### src/rtl/controlador_lectura_pixeles.sv
// controlador_lectura_pixeles
// Fetches ceil(num_pixels/4) words from word-aligned image memory, starting at
// base_addr. Each returned word is pushed into the pixel buffer. The block then
// waits until downstream has consumed every requested pixel before it pulses done.
//
// Ports
//   clk, reset          : rising-edge clock, synchronous active-low reset
//   start               : request, accepted only while idle
//   base_addr           : first word address, latched on an accepted start
//   num_pixels          : pixel count, latched on an accepted start
//   mem_addr, mem_read  : read request; mem_read is a Mealy strobe, issued in REQ when the buffer has room
//   mem_data_valid      : memory response strobe
//   mem_data_in         : memory response data
//   memory_data         : registered word to the buffer
//   save_mem_data       : one-cycle buffer write strobe
//   buffer_full         : back-pressure from the buffer, sampled only in REQ
//   read_pixel          : one pixel consumed downstream this cycle
//   busy                : high outside IDLE
//   done                : one-cycle completion pulse
//   error (option)      : sticky memory timeout flag
//
// Build option
//   LECTOR_TIMEOUT_EN   : adds a 255-cycle WAIT watchdog and the error output
module controlador_lectura_pixeles #(
    parameter int unsigned ADDR_BITS     = 16,
    parameter int unsigned MEM_WORD_BITS = 32,
    parameter int unsigned PIXEL_BITS    = 8,
    parameter int unsigned COUNT_BITS    = 20
) (
    input  logic                     clk,
    input  logic                     reset,
    input  logic                     start,
    input  logic [ADDR_BITS-1:0]     base_addr,
    input  logic [COUNT_BITS-1:0]    num_pixels,
    output logic [ADDR_BITS-1:0]     mem_addr,
    output logic                     mem_read,
    input  logic                     mem_data_valid,
    input  logic [MEM_WORD_BITS-1:0] mem_data_in,
    output logic [MEM_WORD_BITS-1:0] memory_data,
    output logic                     save_mem_data,
    input  logic                     buffer_full,
    input  logic                     read_pixel,
    output logic                     busy,
    output logic                     done
`ifdef LECTOR_TIMEOUT_EN
    ,
    output logic                     error
`endif
);

    localparam int unsigned PIX_PER_WORD = MEM_WORD_BITS / PIXEL_BITS;
    localparam int unsigned WORD_SHIFT   = $clog2(PIX_PER_WORD);

    typedef enum logic [2:0] {
        S_IDLE,
        S_REQ,
        S_WAIT,
        S_WRITE,
        S_DRAIN,
        S_DONE
    } state_t;

    state_t                   state_q, state_d;
    logic [ADDR_BITS-1:0]     addr_q, addr_d;
    logic [COUNT_BITS-1:0]    words_left_q, words_left_d;
    logic [COUNT_BITS-1:0]    pix_leidos_q, pix_leidos_d;
    logic [COUNT_BITS-1:0]    n_pix_q, n_pix_d;
    logic [MEM_WORD_BITS-1:0] mem_data_q, mem_data_d;
    logic                     save_q, save_d;
    logic                     busy_q, busy_d;
    logic                     done_q, done_d;
    logic                     mem_read_c;
    logic [COUNT_BITS-1:0]    words_c;
`ifdef LECTOR_TIMEOUT_EN
    logic [7:0]               wd_q, wd_d;
    logic                     error_q, error_d;
`endif

    // Words to fetch, rounded up; one extra bit keeps the +3 from overflowing
    assign words_c = COUNT_BITS'(({1'b0, num_pixels} + (COUNT_BITS+1)'(PIX_PER_WORD - 1)) >> WORD_SHIFT);

    // Next-state and datapath
    always_comb begin
        state_d      = state_q;
        addr_d       = addr_q;
        words_left_d = words_left_q;
        pix_leidos_d = pix_leidos_q;
        n_pix_d      = n_pix_q;
        mem_data_d   = mem_data_q;
        save_d       = 1'b0;
        mem_read_c   = 1'b0;
`ifdef LECTOR_TIMEOUT_EN
        wd_d         = wd_q;
        error_d      = error_q;
`endif

        // Consumed-pixel counter saturates at the requested count
        if (busy_q && read_pixel && (pix_leidos_q != n_pix_q)) begin
            pix_leidos_d = pix_leidos_q + COUNT_BITS'(1);
        end

        case (state_q)
            S_IDLE: begin
                if (start) begin
`ifdef LECTOR_TIMEOUT_EN
                    error_d = 1'b0;
`endif
                    if (num_pixels != '0) begin
                        addr_d       = base_addr;
                        words_left_d = words_c;
                        n_pix_d      = num_pixels;
                        pix_leidos_d = '0;
                        state_d      = S_REQ;
                    end else begin
                        state_d      = S_DONE;
                    end
                end
            end
            S_REQ: begin
                if (!buffer_full) begin
                    mem_read_c = 1'b1;
                    state_d    = S_WAIT;
`ifdef LECTOR_TIMEOUT_EN
                    wd_d       = '0;
`endif
                end
            end
            S_WAIT: begin
                if (mem_data_valid) begin
                    mem_data_d = mem_data_in;
                    save_d     = 1'b1;
                    state_d    = S_WRITE;
                end
`ifdef LECTOR_TIMEOUT_EN
                // 255th silent WAIT cycle: abandon the transfer
                else if (wd_q == 8'd254) begin
                    error_d = 1'b1;
                    state_d = S_IDLE;
                end else begin
                    wd_d = wd_q + 8'd1;
                end
`endif
            end
            S_WRITE: begin
                addr_d       = addr_q + ADDR_BITS'(1);
                words_left_d = words_left_q - COUNT_BITS'(1);
                state_d      = (words_left_q == COUNT_BITS'(1)) ? S_DRAIN : S_REQ;
            end
            S_DRAIN: begin
                // Include a pixel counted this cycle so completion is not delayed
                if (pix_leidos_d == n_pix_q) begin
                    state_d = S_DONE;
                end
            end
            S_DONE: begin
                state_d = S_IDLE;
            end
            default: begin
                state_d = S_IDLE;
            end
        endcase

        busy_d = (state_d != S_IDLE);
        done_d = (state_q == S_DONE);
    end

    // State and output registers
    always_ff @(posedge clk) begin
        if (!reset) begin
            state_q      <= S_IDLE;
            addr_q       <= '0;
            words_left_q <= '0;
            pix_leidos_q <= '0;
            n_pix_q      <= '0;
            mem_data_q   <= '0;
            save_q       <= 1'b0;
            busy_q       <= 1'b0;
            done_q       <= 1'b0;
`ifdef LECTOR_TIMEOUT_EN
            wd_q         <= '0;
            error_q      <= 1'b0;
`endif
        end else begin
            state_q      <= state_d;
            addr_q       <= addr_d;
            words_left_q <= words_left_d;
            pix_leidos_q <= pix_leidos_d;
            n_pix_q      <= n_pix_d;
            mem_data_q   <= mem_data_d;
            save_q       <= save_d;
            busy_q       <= busy_d;
            done_q       <= done_d;
`ifdef LECTOR_TIMEOUT_EN
            wd_q         <= wd_d;
            error_q      <= error_d;
`endif
        end
    end

    assign mem_addr      = addr_q;
    assign mem_read      = mem_read_c;
    assign memory_data   = mem_data_q;
    assign save_mem_data = save_q;
    assign busy          = busy_q;
    assign done          = done_q;
`ifdef LECTOR_TIMEOUT_EN
    assign error         = error_q;
`endif

endmodule
### config.mk
export PLATFORM = sky130hd
export DESIGN_NAME = controlador_lectura_pixeles
export DESIGN_NICKNAME = d
export VERILOG_FILES = /design/src/rtl/controlador_lectura_pixeles.sv
export SDC_FILE = /design/constraint.sdc
export NUM_CORES = 1
export LEC_CHECK = 0
export BUFFER_PORTS_ARGS = -buffer_cell sky130_fd_sc_hd__buf_4
export CAP_MARGIN = 10
export CORE_UTILIZATION = 55
export CTS_CLUSTER_SIZE = 24
export DETAILED_ROUTE_END_ITERATION = 10
export MAX_ROUTING_LAYER = met4
export PLACE_DENSITY = 0.78
export SLEW_MARGIN = 15
export SYNTH_ARGS = -nofsm -noshare
export SYNTH_HDL_FRONTEND = slang
export SYNTH_SLANG_ARGS = --single-unit
### constraint.sdc
create_clock -name clk -period 2.93 [get_ports clk]
set_input_delay 0.293 -clock clk [delete_from_list [all_inputs] [get_ports clk]]
set_output_delay 0.293 -clock clk [all_outputs]
set_load 0.005 [all_outputs]
==> results.json <==
{
  "crit_slowest_cell": "mux4_2",
  "tritoncts": "built",
  "cts_buffers": 17,
  "post_cts_buffers": 0,
  "critPathRequiredTime_ns": 3.35,
  "antenna_found_initial": 0,
  "hold-worst-slack_ns": 0.01194,
  "overflow": 0,
  "hold_class": "in2reg",
  "yosys_warnings": 0,
  "layout_commonest_cell": "nand2_1",
  "synth_seq_cells": 114,
  "synth.net_count": 872,
  "grt_pass1_vias": 6217,
  "dp_hpwl_um": 13310,
  "timing.fmax_mhz": 379.8,
  "grt_pass1_wl_um": 31000,
  "slew_viol_final": 0,
  "routedWlPerCell_um": 18.42,
  "async_flop_share_pct": 0,
  "worst_setup_path_end_kind": "register",
  "fin_ws_ns": 0.2972,
  "grt_max_degree": 51,
  "coreArea_sq_um": 10890,
  "die-width_um": 107.8,
  "fillers": 818,
  "startpoint_type": "register",
  "gp_congestion": 0.9284,
  "crit_type": "reg2reg",
  "rows": 38,
  "cts_root_buf": "clkbuf_8",
  "nets": 1004,
  "drv_cap": 0,
  "fin_setup_tns_ns": 0,
  "syn_inst": 794,
  "drt_wl_total_um": 19880,
  "ys_seq_area_share_pct": 37.05,
  "cts_buffer_depth": 2,
  "path_cells": "nor4_1, nand2b_1, nor4_1, nand4_1, mux4_2, nand2_1, o31ai_2",
  "tightest_slew_ns": 0.6907,
  "port_buffers": 125,
  "ys.flop_type": "dfxtp_1",
  "syn_to_final_growth_pct": 29.82,
  "setup_viol": 0,
  "ir_drop_mv": 0.5424,
  "dieArea_sq_um": 11630,
  "cp_top_family": "simple AND/OR/NAND/NOR gates",
  "synth.avg_cell_area_sq_um": 7.758,
  "clock_latency_ns": 0.54,
  "max_slew_margin_pct": 53.89,
  "cp_slowest_stage_delay_ns": 0.53,
  "top_level_ports": 126,
  "die_h_um": 107.8,
  "synth-edff-count": 0,
  "power_density_nw_per_um2": 551.6,
  "grt_use_total_pct": 35.99,
  "fin_crit_sh_pct": 89.86,
  "final_layout_size_suffix_gt1_share_pct": 21.30,
  "finalCriticalPeriod_ns": 2.633,
  "h-tree-depth": 4,
  "start_util_pct": 56.57,
  "final-hold-violation-count": 0,
  "skew_ns": 0.008222,
  "status": "complete, no violations",
  "ys_types": 74,
  "rsz0062_at_grt": "false",
  "drtPass1Iterations": 5,
  "clock_sinks": 114,
  "place_ws_ns": 0.3807,
  "syn_area_sq_um": 6160,
  "avgViaCountPerCell": 6.125,
  "critPathArrivalTime_ns": 3.05,
  "crit_buf_inv": 0,
  "cts.clk_slew.worst_paths_ns": 0.06,
  "num_antenna_cells": 0,
  "via_count": 6609,
  "design_area_sq_um": 7996,
  "p_leak_nw": 3.093,
  "final_cell_mix": "150 x nand2_1, 140 x buf_4, 114 x dfxtp_1",
  "place_area_sq_um": 7223,
  "crit_top_cell": "nor4_1",
  "antenna_left": 0,
  "crit_fanout": 6,
  "drt_iter0_drc": 578,
  "route.detailed.drc": 0
}
## area by class of cell
| cell class | instances | area, sq um | area share, % |
|---|---|---|---|
| Clock buffer | 18 | 417.9 | 5.226 |
| Clock inverter | 14 | 155.1 | 1.940 |
| Inverter | 13 | 48.80 | 0.6102 |
| Multi-Input combinational cell | 619 | 3646 | 45.60 |
| Sequential cell | 114 | 2282 | 28.54 |
| Tap cell | 140 | 175.2 | 2.191 |
| Timing Repair Buffer | 161 | 1271 | 15.90 |
## final timing paths
check	slack [ns]	startpoint	cells past startpoint	end
setup / recovery	0.30	words_left_q[11]	7	state_q[0]
hold / removal	0.01	mem_data_in[13]	3	memory_data[13]
setup reg to reg	0.30	words_left_q[11]	7	state_q[0]
hold reg to reg	0.46	memory_data[6]	2	memory_data[6]
## cell usage after synthesis (all sizes together) (4+ instances only)
library cell	n	share of area [%]
inv	12	0.73
clkbuf	33	2.0
nand3	31	2.5
o21a	4	0.49
nor4	18	2.0
o221ai	4	0.57
dfxtp	114	37
nand2	150	9.1
or3	7	0.71
and4	8	1.2
nand4	20	2.7
nand2b	10	1.0
xnor2	32	4.8
and3	7	0.71
ha	4	0.81
nor2b	5	0.51
o211ai	6	0.73
a21oi	97	7.9
or4	5	0.67
o21ai	19	1.6
buf	15	1.4
nor3b	6	0.73
nor2	83	5.1
nor3	17	1.4
xor2	30	4.8
and2	5	0.51
o31ai	5	0.69
a2111oi	4	0.67
## state kept, by name, summed over array words and instances, names as in the netlist
signal,cells
memory_data,32
n_pix_q,20
pix_leidos_q,20
state_q,3
save_mem_data,1
words_left_q,20
busy,1
mem_addr,16
done,1
## power breakdown
group / internal [W] / switching [W]
clock: 0.00122 / 0.000808
sequential: 0.00163 / 0.0000868
combinational: 0.000302 / 0.000367
total: 0.00315 / 0.00126
## cells by family (layout without fill, tap and decap cells)
logic type | after synthesis | in the layout | share of synthesized area [%]
compound gates | 169 | 169 | 16.90
xor+xnor | 62 | 62 | 9.608
fa+ha+maj | 4 | 4 | 0.8125
buf+inv | 61 | 206 | 4.164
flops | 114 | 114 | 37.05
mux | 3 | 3 | 0.7109
simple gates | 381 | 381 | 30.75
## timing repair
| item | 4_1_cts | 5_1_grt |
|---|---|---|
| hold buffers | 20 | 0 |
| endpoints found under the hold margin | 20 | 0 |
| resized for setup | 0 | 0 |
## stage by stage
step | utilization [%] | power (W) | cells
floorplan | - | 0.002097 | 794
global placement | 66.34 | 0.002351 | 1027
detailed placement | 66.34 | 0.002366 | 1027
CTS | 73.44 | 0.004406 | 1079
global route | 73.44 | 0.004574 | 1079
finish | 73.44 | 0.004411 | 1079
## metal layers
layer,vias up,GRT usage (%),share of wire [%]
met2,361,59.16,49
met3,77,9.322,8.7
met4,0,16.63,3.4
met1,3113,40.98,39
li1,3058,-,-
met5,-,-,0
## worst register-to-register path, delay by kind of cell, from the launching register on
family | cells | cell delay [ns]
compound gates | 1 | 0.08
simple gates | 5 | 1.53
mux | 1 | 0.54
flops | 1 | 0.37
(Power assumes the default switching activity.)
